**config.mk**
```make
export PLATFORM = sky130hd
export DESIGN_NAME = mem_port_arbiter
export DESIGN_NICKNAME = d
export VERILOG_FILES = /design/src/rtl/mem_pkg.sv /design/src/rtl/mem_port_arbiter_lsu_format.sv /design/src/rtl/mem_port_arbiter.sv
export SDC_FILE = /design/constraint.sdc
export NUM_CORES = 1
export LEC_CHECK = 0
export ABC_CLOCK_PERIOD_IN_PS = 2800
export CAP_MARGIN = 20
export CORE_MARGIN = 4
export CORE_UTILIZATION = 25
export CTS_CLUSTER_SIZE = 20
export DETAILED_ROUTE_END_ITERATION = 8
export SLEW_MARGIN = 20
export SYNTH_ARGS = -nofsm -noshare
export SYNTH_HDL_FRONTEND = slang
export SYNTH_SLANG_ARGS = --single-unit
export TNS_END_PERCENT = 20
```
**constraint.sdc**
```tcl
create_clock -name clk -period 2.8 [get_ports clk]
set_clock_uncertainty 0.15 [all_clocks]
set_input_delay 0.84 -clock clk [delete_from_list [all_inputs] [get_ports clk]]
set_output_delay 0.84 -clock clk [all_outputs]
set_load 0.005 [all_outputs]
```
**src/rtl/mem_pkg.sv**
```systemverilog
// Shared encodings for the unified memory port arbiter and its load/store formatter.
package mem_pkg;

    localparam int XLEN = 32;
    localparam int BE_W = XLEN / 8;

    localparam logic [1:0] SZ_B = 2'b00;
    localparam logic [1:0] SZ_H = 2'b01;
    localparam logic [1:0] SZ_W = 2'b10;

    typedef enum logic {
        OWN_IF = 1'b0,
        OWN_D  = 1'b1
    } owner_e;

    typedef enum logic [1:0] {
        IDLE     = 2'd0,
        WAIT_GNT = 2'd1,
        WAIT_RSP = 2'd2
    } state_e;

endpackage

```
**src/rtl/mem_port_arbiter_lsu_format.sv**
```systemverilog
// Combinational byte-lane formatting: store enables/replication, misalign detect,
// and load extract with sign/zero extension.
module lsu_format
    import mem_pkg::*;
(
    input  logic [1:0]      st_off,
    input  logic [1:0]      st_size,
    input  logic [XLEN-1:0] st_wdata,
    output logic [BE_W-1:0] st_be,
    output logic [XLEN-1:0] st_wdata_rep,
    output logic            misalign,
    input  logic [1:0]      ld_off,
    input  logic [1:0]      ld_size,
    input  logic            ld_unsigned,
    input  logic [XLEN-1:0] ld_rdata,
    output logic [XLEN-1:0] ld_data
);

    logic [XLEN-1:0] ld_shift;

    always_comb begin
        st_be        = '1;
        st_wdata_rep = st_wdata;
        misalign     = 1'b0;
        case (st_size)
            SZ_B: begin
                st_be        = BE_W'(1) << st_off;
                st_wdata_rep = {4{st_wdata[7:0]}};
            end
            SZ_H: begin
                st_be        = st_off[1] ? 4'b1100 : 4'b0011;
                st_wdata_rep = {2{st_wdata[15:0]}};
                misalign     = st_off[0];
            end
            default: misalign = |st_off;
        endcase
    end

    always_comb begin
        ld_shift = ld_rdata >> {ld_off, 3'b000};
        case (ld_size)
            SZ_B:    ld_data = ld_unsigned ? {{(XLEN-8){1'b0}}, ld_shift[7:0]}
                                           : {{(XLEN-8){ld_shift[7]}}, ld_shift[7:0]};
            SZ_H:    ld_data = ld_unsigned ? {{(XLEN-16){1'b0}}, ld_shift[15:0]}
                                           : {{(XLEN-16){ld_shift[15]}}, ld_shift[15:0]};
            default: ld_data = ld_shift;
        endcase
    end

endmodule

```
**src/rtl/mem_port_arbiter.sv**
```systemverilog
// Shares one single-port memory between instruction fetch and the data path,
// one req/gnt/rvalid access outstanding at a time.
//
//   state    | meaning
//   IDLE     | arbitrate; capture winner or reject misaligned data access
//   WAIT_GNT | mem_req high from capture registers until mem_gnt
//   WAIT_RSP | waiting for mem_rvalid; returns valid to the owner
module mem_port_arbiter
    import mem_pkg::*;
(
    input  logic            clk,
    input  logic            rst,
    input  logic            if_req,
    input  logic [XLEN-1:0] if_addr,
    output logic            if_valid,
    output logic [XLEN-1:0] if_rdata,
    input  logic            d_req,
    input  logic            d_we,
    input  logic [XLEN-1:0] d_addr,
    input  logic [XLEN-1:0] d_wdata,
    input  logic [1:0]      d_size,
    input  logic            d_unsigned,
    output logic            d_valid,
    output logic [XLEN-1:0] d_rdata,
    output logic            d_misalign,
    output logic            mem_req,
    output logic            mem_we,
    output logic [XLEN-1:0] mem_addr,
    output logic [BE_W-1:0] mem_be,
    output logic [XLEN-1:0] mem_wdata,
    input  logic            mem_gnt,
    input  logic            mem_rvalid,
    input  logic [XLEN-1:0] mem_rdata,
    output logic            stall
);

    state_e          state;
    owner_e          owner;
    owner_e          last;
    logic [XLEN-1:0] cap_addr;
    logic [XLEN-1:0] cap_wdata;
    logic [BE_W-1:0] cap_be;
    logic [1:0]      cap_size;
    logic            cap_we;
    logic            cap_uns;

    logic [BE_W-1:0] st_be;
    logic [XLEN-1:0] st_wdata_rep;
    logic            d_mis;
    logic [XLEN-1:0] ld_data;

    logic pick_d, pick_if, reject, rsp;

    lsu_format u_fmt (
        .st_off       (d_addr[1:0]),
        .st_size      (d_size),
        .st_wdata     (d_wdata),
        .st_be        (st_be),
        .st_wdata_rep (st_wdata_rep),
        .misalign     (d_mis),
        .ld_off       (cap_addr[1:0]),
        .ld_size      (cap_size),
        .ld_unsigned  (cap_uns),
        .ld_rdata     (mem_rdata),
        .ld_data      (ld_data)
    );

    // On a tie the side that was not served last wins.
    assign pick_d  = d_req & (~if_req | (last == OWN_IF));
    assign pick_if = if_req & ~pick_d;
    assign reject  = (state == IDLE) & pick_d & d_mis;
    assign rsp     = (state == WAIT_RSP) & mem_rvalid;

    assign if_valid   = rsp & (owner == OWN_IF);
    assign if_rdata   = if_valid ? mem_rdata : '0;
    assign d_valid    = (rsp & (owner == OWN_D)) | reject;
    assign d_misalign = reject;
    assign d_rdata    = (rsp & (owner == OWN_D) & ~cap_we) ? ld_data : '0;

    assign mem_req   = (state == WAIT_GNT);
    assign mem_we    = cap_we;
    assign mem_addr  = {cap_addr[XLEN-1:2], 2'b00};
    assign mem_be    = cap_be;
    assign mem_wdata = cap_wdata;

    assign stall = (if_req & ~if_valid) | (d_req & ~d_valid);

    always_ff @(posedge clk or negedge rst) begin
        if (!rst) begin
            state     <= IDLE;
            owner     <= OWN_IF;
            last      <= OWN_D;
            cap_addr  <= '0;
            cap_wdata <= '0;
            cap_be    <= '0;
            cap_size  <= SZ_B;
            cap_we    <= 1'b0;
            cap_uns   <= 1'b0;
        end else begin
            case (state)
                IDLE: begin
                    if (pick_if) begin
                        owner     <= OWN_IF;
                        cap_addr  <= if_addr;
                        cap_wdata <= '0;
                        cap_be    <= '1;
                        cap_size  <= SZ_W;
                        cap_we    <= 1'b0;
                        cap_uns   <= 1'b0;
                        state     <= WAIT_GNT;
                    end else if (pick_d) begin
                        if (d_mis) begin
                            last <= OWN_D;
                        end else begin
                            owner     <= OWN_D;
                            cap_addr  <= d_addr;
                            cap_wdata <= st_wdata_rep;
                            cap_be    <= st_be;
                            cap_size  <= d_size;
                            cap_we    <= d_we;
                            cap_uns   <= d_unsigned;
                            state     <= WAIT_GNT;
                        end
                    end
                end
                WAIT_GNT: begin
                    if (mem_gnt) state <= WAIT_RSP;
                end
                WAIT_RSP: begin
                    if (mem_rvalid) begin
                        last  <= owner;
                        state <= IDLE;
                    end
                end
                default: state <= IDLE;
            endcase
        end
    end

endmodule

```
# --- After elaboration in Yosys (flattened, before gate mapping) ---
# Cells that the tools add are included.
# W data, S select, Z words.
word_totals:
  register_bits: 76
  in_bits: 138
  output_inout_bits: 138
  wordCells: 93
classes:
  n_eq_ne: 12
  shifts: 2
  muxes: 41
  bitwise_logic: 20
  reduce_logical: 9
ops:
  columns: ["op", "count"]
  rows:
  - ["$mux W32", 10]
  - ["$pmux W32 S2", 2]
  - ["$shr A32 B5 Y32", 1]
  - ["$mux W2", 8]
  - ["$mux W4", 4]
  - ["$mux W1", 13]
  - ["$and A1 B1 Y1", 10]
  - ["$ne A2 B2 Y1 const B", 4]
  - ["$pmux W4 S2", 1]
  - ["$not A1 Y1", 7]
  - ["$eq A2 B1 Y1 const B", 3]
  - ["$logic_not A2 Y1", 3]
  - ["$ne A3 B3 Y1 const B", 2]
  - ["$pmux W2 S3", 1]
  - ["$reduce_and A5 Y1", 1]
  - ["$ne A2 B1 Y1 const B", 2]
  - ["$pmux W1 S2", 2]
  - ["$reduce_and A4 Y1", 1]
  - ["$reduce_bool A2 Y1", 2]
  - ["$shl A1 B2 Y4 const A", 1]
  - ["$or A1 B1 Y1", 3]
  - ["$reduce_and A3 Y1", 1]
  - ["$eq A2 B2 Y1 const B", 1]
  - ["$reduce_or A2 Y1", 1]

# --- Depth between registers and ports, before layout ---
depth:
  depth_word: 9
  ltp_mapped: 7
  depth_no_buf: 4

# --- By module ---
# A second synthesis with hierarchy kept.
hier_totals:
  cells_unflattened: 487
  area_unflattened_um2: 5161.2
by_module_without_submodules:
  columns: ["module", "instances", "cells_per_inst", "area_per_inst_um2", "seq_area_each_um2"]
  rows:
  - ["mem_port_arbiter", 1, 321, 3922.5, 1903.1]
  - ["lsu_format", 1, 166, 1238.7, 0.0]

# --- Worst setup path before layout ---
# Ideal clock, no wire load.
synth_path:
  path_type: "input port to output port"
  from: "in mem_rvalid"
  to: "out d_rdata[21]"
  arrival_ns: 1.913
  required_ns: 1.810
  path_slack_ns: -0.103
  cell_stages: 6
  path_buffers: 2
  path_cell_list: "and3b_1 buf_2 nand3b_2 a2111oi_4 buf_6 a21o_1"
synth_between:
  elab_chain_cells: 4
synth_rtl:
  columns: ["item", "line", "source"]
  rows:
  - ["start: declaration", "mem_port_arbiter.sv:32", "input logic mem_rvalid,"]
  - ["$and A1 B1 Y1", "mem_port_arbiter.sv:72", "assign rsp = (state == WAIT_RSP) & mem_rvalid;"]
  - ["$and A1 B1 Y1 (2 in series)", "mem_port_arbiter.sv:78", "assign d_rdata = (rsp & (owner == OWN_D) & ~cap_we) ? ld_data : '0;"]
  - ["$mux W32", "mem_port_arbiter.sv:78", null]
  - ["end: declaration", "mem_port_arbiter.sv:24", "output logic [XLEN-1:0] d_rdata,"]
# Every way passes these cells.

# --- Worst setup path after layout ---
layout_path:
  from: "in mem_rdata[23]"
  to: "out d_rdata[13]"
layout_between:
  elab_chain_cells: 4
layout_rtl:
  columns: ["item", "line", "source"]
  rows:
  - ["start: declaration", "mem_port_arbiter.sv:33", "input logic [XLEN-1:0] mem_rdata,"]
  - ["$shr A32 B5 Y32", "mem_port_arbiter_lsu_format.sv:40", "ld_shift = ld_rdata >> {ld_off, 3'b000};"]
  - ["$mux W32", "mem_port_arbiter_lsu_format.sv:42", "SZ_B: ld_data = ld_unsigned ? {{(XLEN-8){1'b0}}, ld_shift[7:0]}"]
  - ["$pmux W32 S2", "mem_port_arbiter_lsu_format.sv:41", "case (ld_size)"]
  - ["$mux W32", "mem_port_arbiter.sv:78", null]
# Every way passes these cells.

==> impl_metrics.prom <==
# TYPE chip_impl_metric gauge
chip_impl_info{name="run_status",value="finished with violations"} 1
chip_impl_info{name="violations_in_the_final_reports",value="negative setup slack"} 1
chip_impl_info{name="cts_root_buffer",value="clkbuf_16"} 1
chip_impl_metric{name="synthDistinctLibCells",unit=""} 46
chip_impl_metric{name="period_minus_slack",unit="ps"} 3175
chip_impl_info{name="worstHoldPathType",value="in2async"} 1
chip_impl_metric{name="die_height",unit="µm"} 144.1
chip_impl_metric{name="io_pins",unit=""} 276
chip_impl_metric{name="worst_slew_margin_rel",unit="%"} 56.38
chip_impl_metric{name="finalCoreUtilization",unit="%"} 45.03
chip_impl_metric{name="numClockSinks",unit=""} 76
chip_impl_metric{name="fraction_of_power_consumed_by_the_clock_network",unit="%"} 16.6
chip_impl_metric{name="ir_drop",unit="V"} 0.0004288
chip_impl_metric{name="drc",unit=""} 0
chip_impl_metric{name="power.share.combinational",unit="%"} 54.8
chip_impl_metric{name="synth_seq_area_share",unit="%"} 41.12
chip_impl_metric{name="ys_warn_count",unit=""} 0
chip_impl_metric{name="antenna_found_initial",unit=""} 2
chip_impl_metric{name="layoutNonFillerInstCount",unit=""} 982
chip_impl_metric{name="placement.io_buffers",unit=""} 273
chip_impl_metric{name="finalSetupViolCount",unit=""} 56
chip_impl_metric{name="detailedRoute.firstPassIterationCount",unit=""} 4
chip_impl_metric{name="final_layout_size_suffix_gt1_share",unit="%"} 31.25
chip_impl_info{name="cts_tree",value="built"} 1
chip_impl_metric{name="required",unit="ps"} 1810
chip_impl_metric{name="core",unit="µm²"} 18090
chip_impl_metric{name="inserted_clock_buffers",unit=""} 9
chip_impl_info{name="critical_path.reg2reg.endpoint",value="mem_be[3]$_DFFE_PN0P_"} 1
chip_impl_metric{name="cp.arrival",unit="ps"} 2190
chip_impl_metric{name="dpl.cell_count",unit=""} 950
chip_impl_info{name="critPathCaptureType",value="primary output"} 1
chip_impl_metric{name="post_synth_edffs",unit=""} 0
chip_impl_metric{name="worstSkewPairLatency",unit="ps"} 330
chip_impl_metric{name="routed_via_density",unit=""} 4.873
chip_impl_info{name="rsz0062_at_grt",value="true"} 1
chip_impl_metric{name="p_sw_share",unit="%"} 34.74
chip_impl_metric{name="net-switching-power",unit="W"} 0.002311
chip_impl_info{name="synth_top_flop_cell",value="dfrtp_1"} 1
chip_impl_metric{name="timing.final.crit_share",unit="%"} 113.4
chip_impl_metric{name="number_of_cell_instances_on_the_worst_register_to_register_path",unit=""} 6
chip_impl_metric{name="dp_worst_setup_slack",unit="ps"} -1256
chip_impl_metric{name="areaGrowthSynthToFinish",unit="%"} 75.97
chip_impl_metric{name="cts.reportedPaths.clkPinSlew",unit="ps"} 60
chip_impl_metric{name="max_stage_delay",unit="ps"} 480
chip_impl_info{name="timing.setup.critical_path_class",value="in2out"} 1
chip_impl_metric{name="timing.final.ws_setup",unit="ps"} -375.4
chip_impl_metric{name="grt_start_max_net_pins",unit=""} 49
chip_impl_metric{name="first_global_vias",unit=""} 5061
chip_impl_metric{name="final_hold_viol_count",unit=""} 0
chip_impl_metric{name="cap_violations",unit=""} 0
chip_impl_info{name="critical_path.slowest_cell",value="or4_4"} 1
chip_impl_metric{name="syn_inst",unit=""} 454
chip_impl_metric{name="p_leak",unit="nW"} 3.802
chip_impl_info{name="startpoint_types",value="input pin"} 1
chip_impl_info{name="most_frequent_standard_cell_in_the_layout_excluding_fill_and_tap_cells",value="clkdlybuf4s50_1"} 1
chip_impl_metric{name="std_cell_rows",unit=""} 49
chip_impl_metric{name="wirelength",unit="µm"} 18950
chip_impl_metric{name="grt_pass1_wl",unit="µm"} 28060
chip_impl_info{name="timing.critical_path.cells",value="buf_8 > mux2_4 > buf_6 > mux2i_4 > or4_4 > buf_4 > a21oi_4 > buf_2"} 1
chip_impl_metric{name="path_max_fanout",unit=""} 5
chip_impl_metric{name="die_w",unit="µm"} 144.1
chip_impl_metric{name="gp_congestion",unit=""} 0.9388
chip_impl_metric{name="route.vias.total",unit=""} 4785
chip_impl_metric{name="cts-root-to-sink-buffers",unit=""} 2
chip_impl_metric{name="ys_ff_latch",unit=""} 76
chip_impl_metric{name="antenna_left",unit=""} 0
chip_impl_metric{name="wire_per_inst",unit="µm"} 19.29
chip_impl_metric{name="part_of_the_power_in_registers",unit="%"} 28.7
chip_impl_metric{name="grtUsageTotal",unit="%"} 17.41
chip_impl_metric{name="syn_avg_cell_area",unit="µm²"} 10.19
chip_impl_metric{name="asyncSetResetFlopFracSynth",unit="%"} 100.0
chip_impl_metric{name="total_die_area",unit="µm²"} 20750
chip_impl_metric{name="timing_max_transition_violations_final",unit=""} 0
chip_impl_metric{name="power_density",unit="nW/µm²"} 816.9
chip_impl_info{name="final_cell_mix",value="clkdlybuf4s50_1, dfrtp_1, buf_4, buf_2, a2bb2oi_1"} 1
chip_impl_metric{name="holdWs",unit="ps"} 280.9
chip_impl_metric{name="clock_tree.htree_level_count",unit=""} 3
chip_impl_metric{name="worst-slew-pin-transition",unit="ps"} 653.7
chip_impl_metric{name="post_synth_instance_area",unit="µm²"} 4628
chip_impl_metric{name="drt_iter0_drc",unit=""} 173
chip_impl_metric{name="overflow",unit=""} 0
chip_impl_metric{name="initial_util",unit="%"} 25.59
chip_impl_metric{name="timing.fmax",unit="MHz"} 314.9
chip_impl_metric{name="cellInternalPower",unit="W"} 0.004342
chip_impl_metric{name="fin_nets",unit=""} 885
chip_impl_metric{name="place.detailed.hpwl",unit="µm"} 14300
chip_impl_metric{name="reg2reg_setup_slack",unit="ps"} 900
chip_impl_info{name="r2r-start",value="state[0]$_DFFE_PN0P_"} 1
==> flip-flops by register name, summed over array words and instances (netlist names) <==
register	count
cap_addr	32
state	2
cap_uns	1
mem_wdata	32
cap_size	2
owner	1
mem_be	4
mem_we	1
last	1
==> stage by stage <==
step | TNS, ps | power, W | area [µm²]
finish | -10150 | 0.006653 | 8144
global route | -13750 | 0.007061 | 8144
CTS | -14400 | 0.006669 | 8224
detailed placement | -69180 | 0.005352 | 7812
global placement | -67410 | 0.005327 | 7812
floorplan | -391.7 | 0.003633 | 4647
==> per-layer routing <==
metal / GRT usage (%) / vias to the layer above / part of all wire, %
met3: 4.960 / 32 / 9.1
met1: 20.55 / 2268 / 39
li1: - / 2253 / -
met4: 6.392 / 2 / 3.0
met2: 30.11 / 230 / 49
met5: 0 / - / 0.069
==> repair_timing <==
| action | CTS | global route |
|---|---|---|
| setup buffers | 13 | 1 |
| endpoints found under the setup margin | 68 | 68 |
| pin swaps | 17 | 11 |
| hold buffers | 0 | 0 |
| cloned | 3 | 0 |
| resized for setup | 302 | 62 |
==> power groups by stage <==
stage	Sequential, W	Combinational [W]	Clock (W)
after floorplan	0.00188	0.00176	0
after global placement	0.00191	0.00342	0
after detailed placement	0.00190	0.00345	0
after CTS	0.00191	0.00362	0.00114
after global routing	0.00197	0.00390	0.00119
final	0.00191	0.00364	0.00110
==> worst max-delay path by stage <==
| stage | endpoint | depth (start not counted) | from | slack, ps |
|---|---|---|---|---|
| 6_report | d_rdata[13] | 8 | mem_rdata[23] | -380 |
| 4_1_cts | d_rdata[17] | 10 | mem_rdata[7] | -450 |
| 3_5_place_dp | d_rdata[13] | 6 | mem_rdata[23] | -1260 |
| 5_1_grt | d_rdata[17] | 8 | cap_addr[1]$_DFFE_PN0P_ | -440 |
| 2_1_floorplan | d_rdata[21] | 6 | mem_rvalid | -40 |
| 3_3_place_gp | d_rdata[16] | 8 | mem_rdata[23] | -1160 |
==> final cells by class <==
| cell class | count | area [µm²] |
|---|---|---|
| Antenna cell | 1 | 2.502 |
| Clock buffer | 9 | 225.2 |
| Clock inverter | 7 | 57.56 |
| Fill cell | 1714 | 9942 |
| Inverter | 9 | 33.78 |
| Multi-Input combinational cell | 300 | 2454 |
| Sequential cell | 76 | 1904 |
| Tap cell | 229 | 286.5 |
| Timing Repair Buffer | 351 | 3181 |
==> kinds of logic after synthesis <==
kind of cell | after synthesis | share of synthesized area (%)
multiplexers | 50 | 11.35
XOR/XNOR | 1 | 0.1893
flip-flops | 76 | 41.12
AO/OA/AOI/OAI | 169 | 28.04
buffers and inverters | 79 | 9.949
other | 1 | 0.08103
AND/OR/NAND/NOR | 78 | 9.273
==> Yosys cell counts (2+ instances only) <==
| library cell | number | area, µm² |
|---|---|---|
| clkbuf_1 | 20 | 75.07 |
| a22oi_1 | 8 | 60.06 |
| buf_4 | 33 | 247.7 |
| nor2_1 | 16 | 60.06 |
| a21o_1 | 18 | 135.1 |
| a21oi_2 | 2 | 17.52 |
| a211oi_1 | 7 | 52.55 |
| o22ai_1 | 32 | 200.2 |
| a21oi_1 | 10 | 50.05 |
| and2_1 | 33 | 206.5 |
| buf_2 | 14 | 70.07 |
| mux2_2 | 16 | 180.2 |
| a2bb2oi_1 | 34 | 297.8 |
| o2bb2ai_1 | 16 | 140.1 |
| o21ai_0 | 13 | 65.06 |
| dfrtp_1 | 75 | 1877 |
| o21ai_2 | 2 | 17.52 |
| nand2b_1 | 3 | 18.77 |
| inv_1 | 8 | 30.03 |
| and3_1 | 2 | 12.51 |
| mux2i_1 | 33 | 330.3 |
| buf_6 | 3 | 33.78 |
| nor3_1 | 2 | 10.01 |
| nand2_1 | 13 | 48.80 |
| a22o_1 | 20 | 175.2 |
==> worst max-delay path: cells and delay by family <==
| kind | cells | cell delay, ps |
|---|---|---|
| AO/OA/AOI/OAI | 1 | 150 |
| multiplexers | 2 | 220 |
| buffers and inverters | 4 | 500 |
| AND/OR/NAND/NOR | 1 | 480 |
No activity file was read; power rests on OpenSTA's default activity.
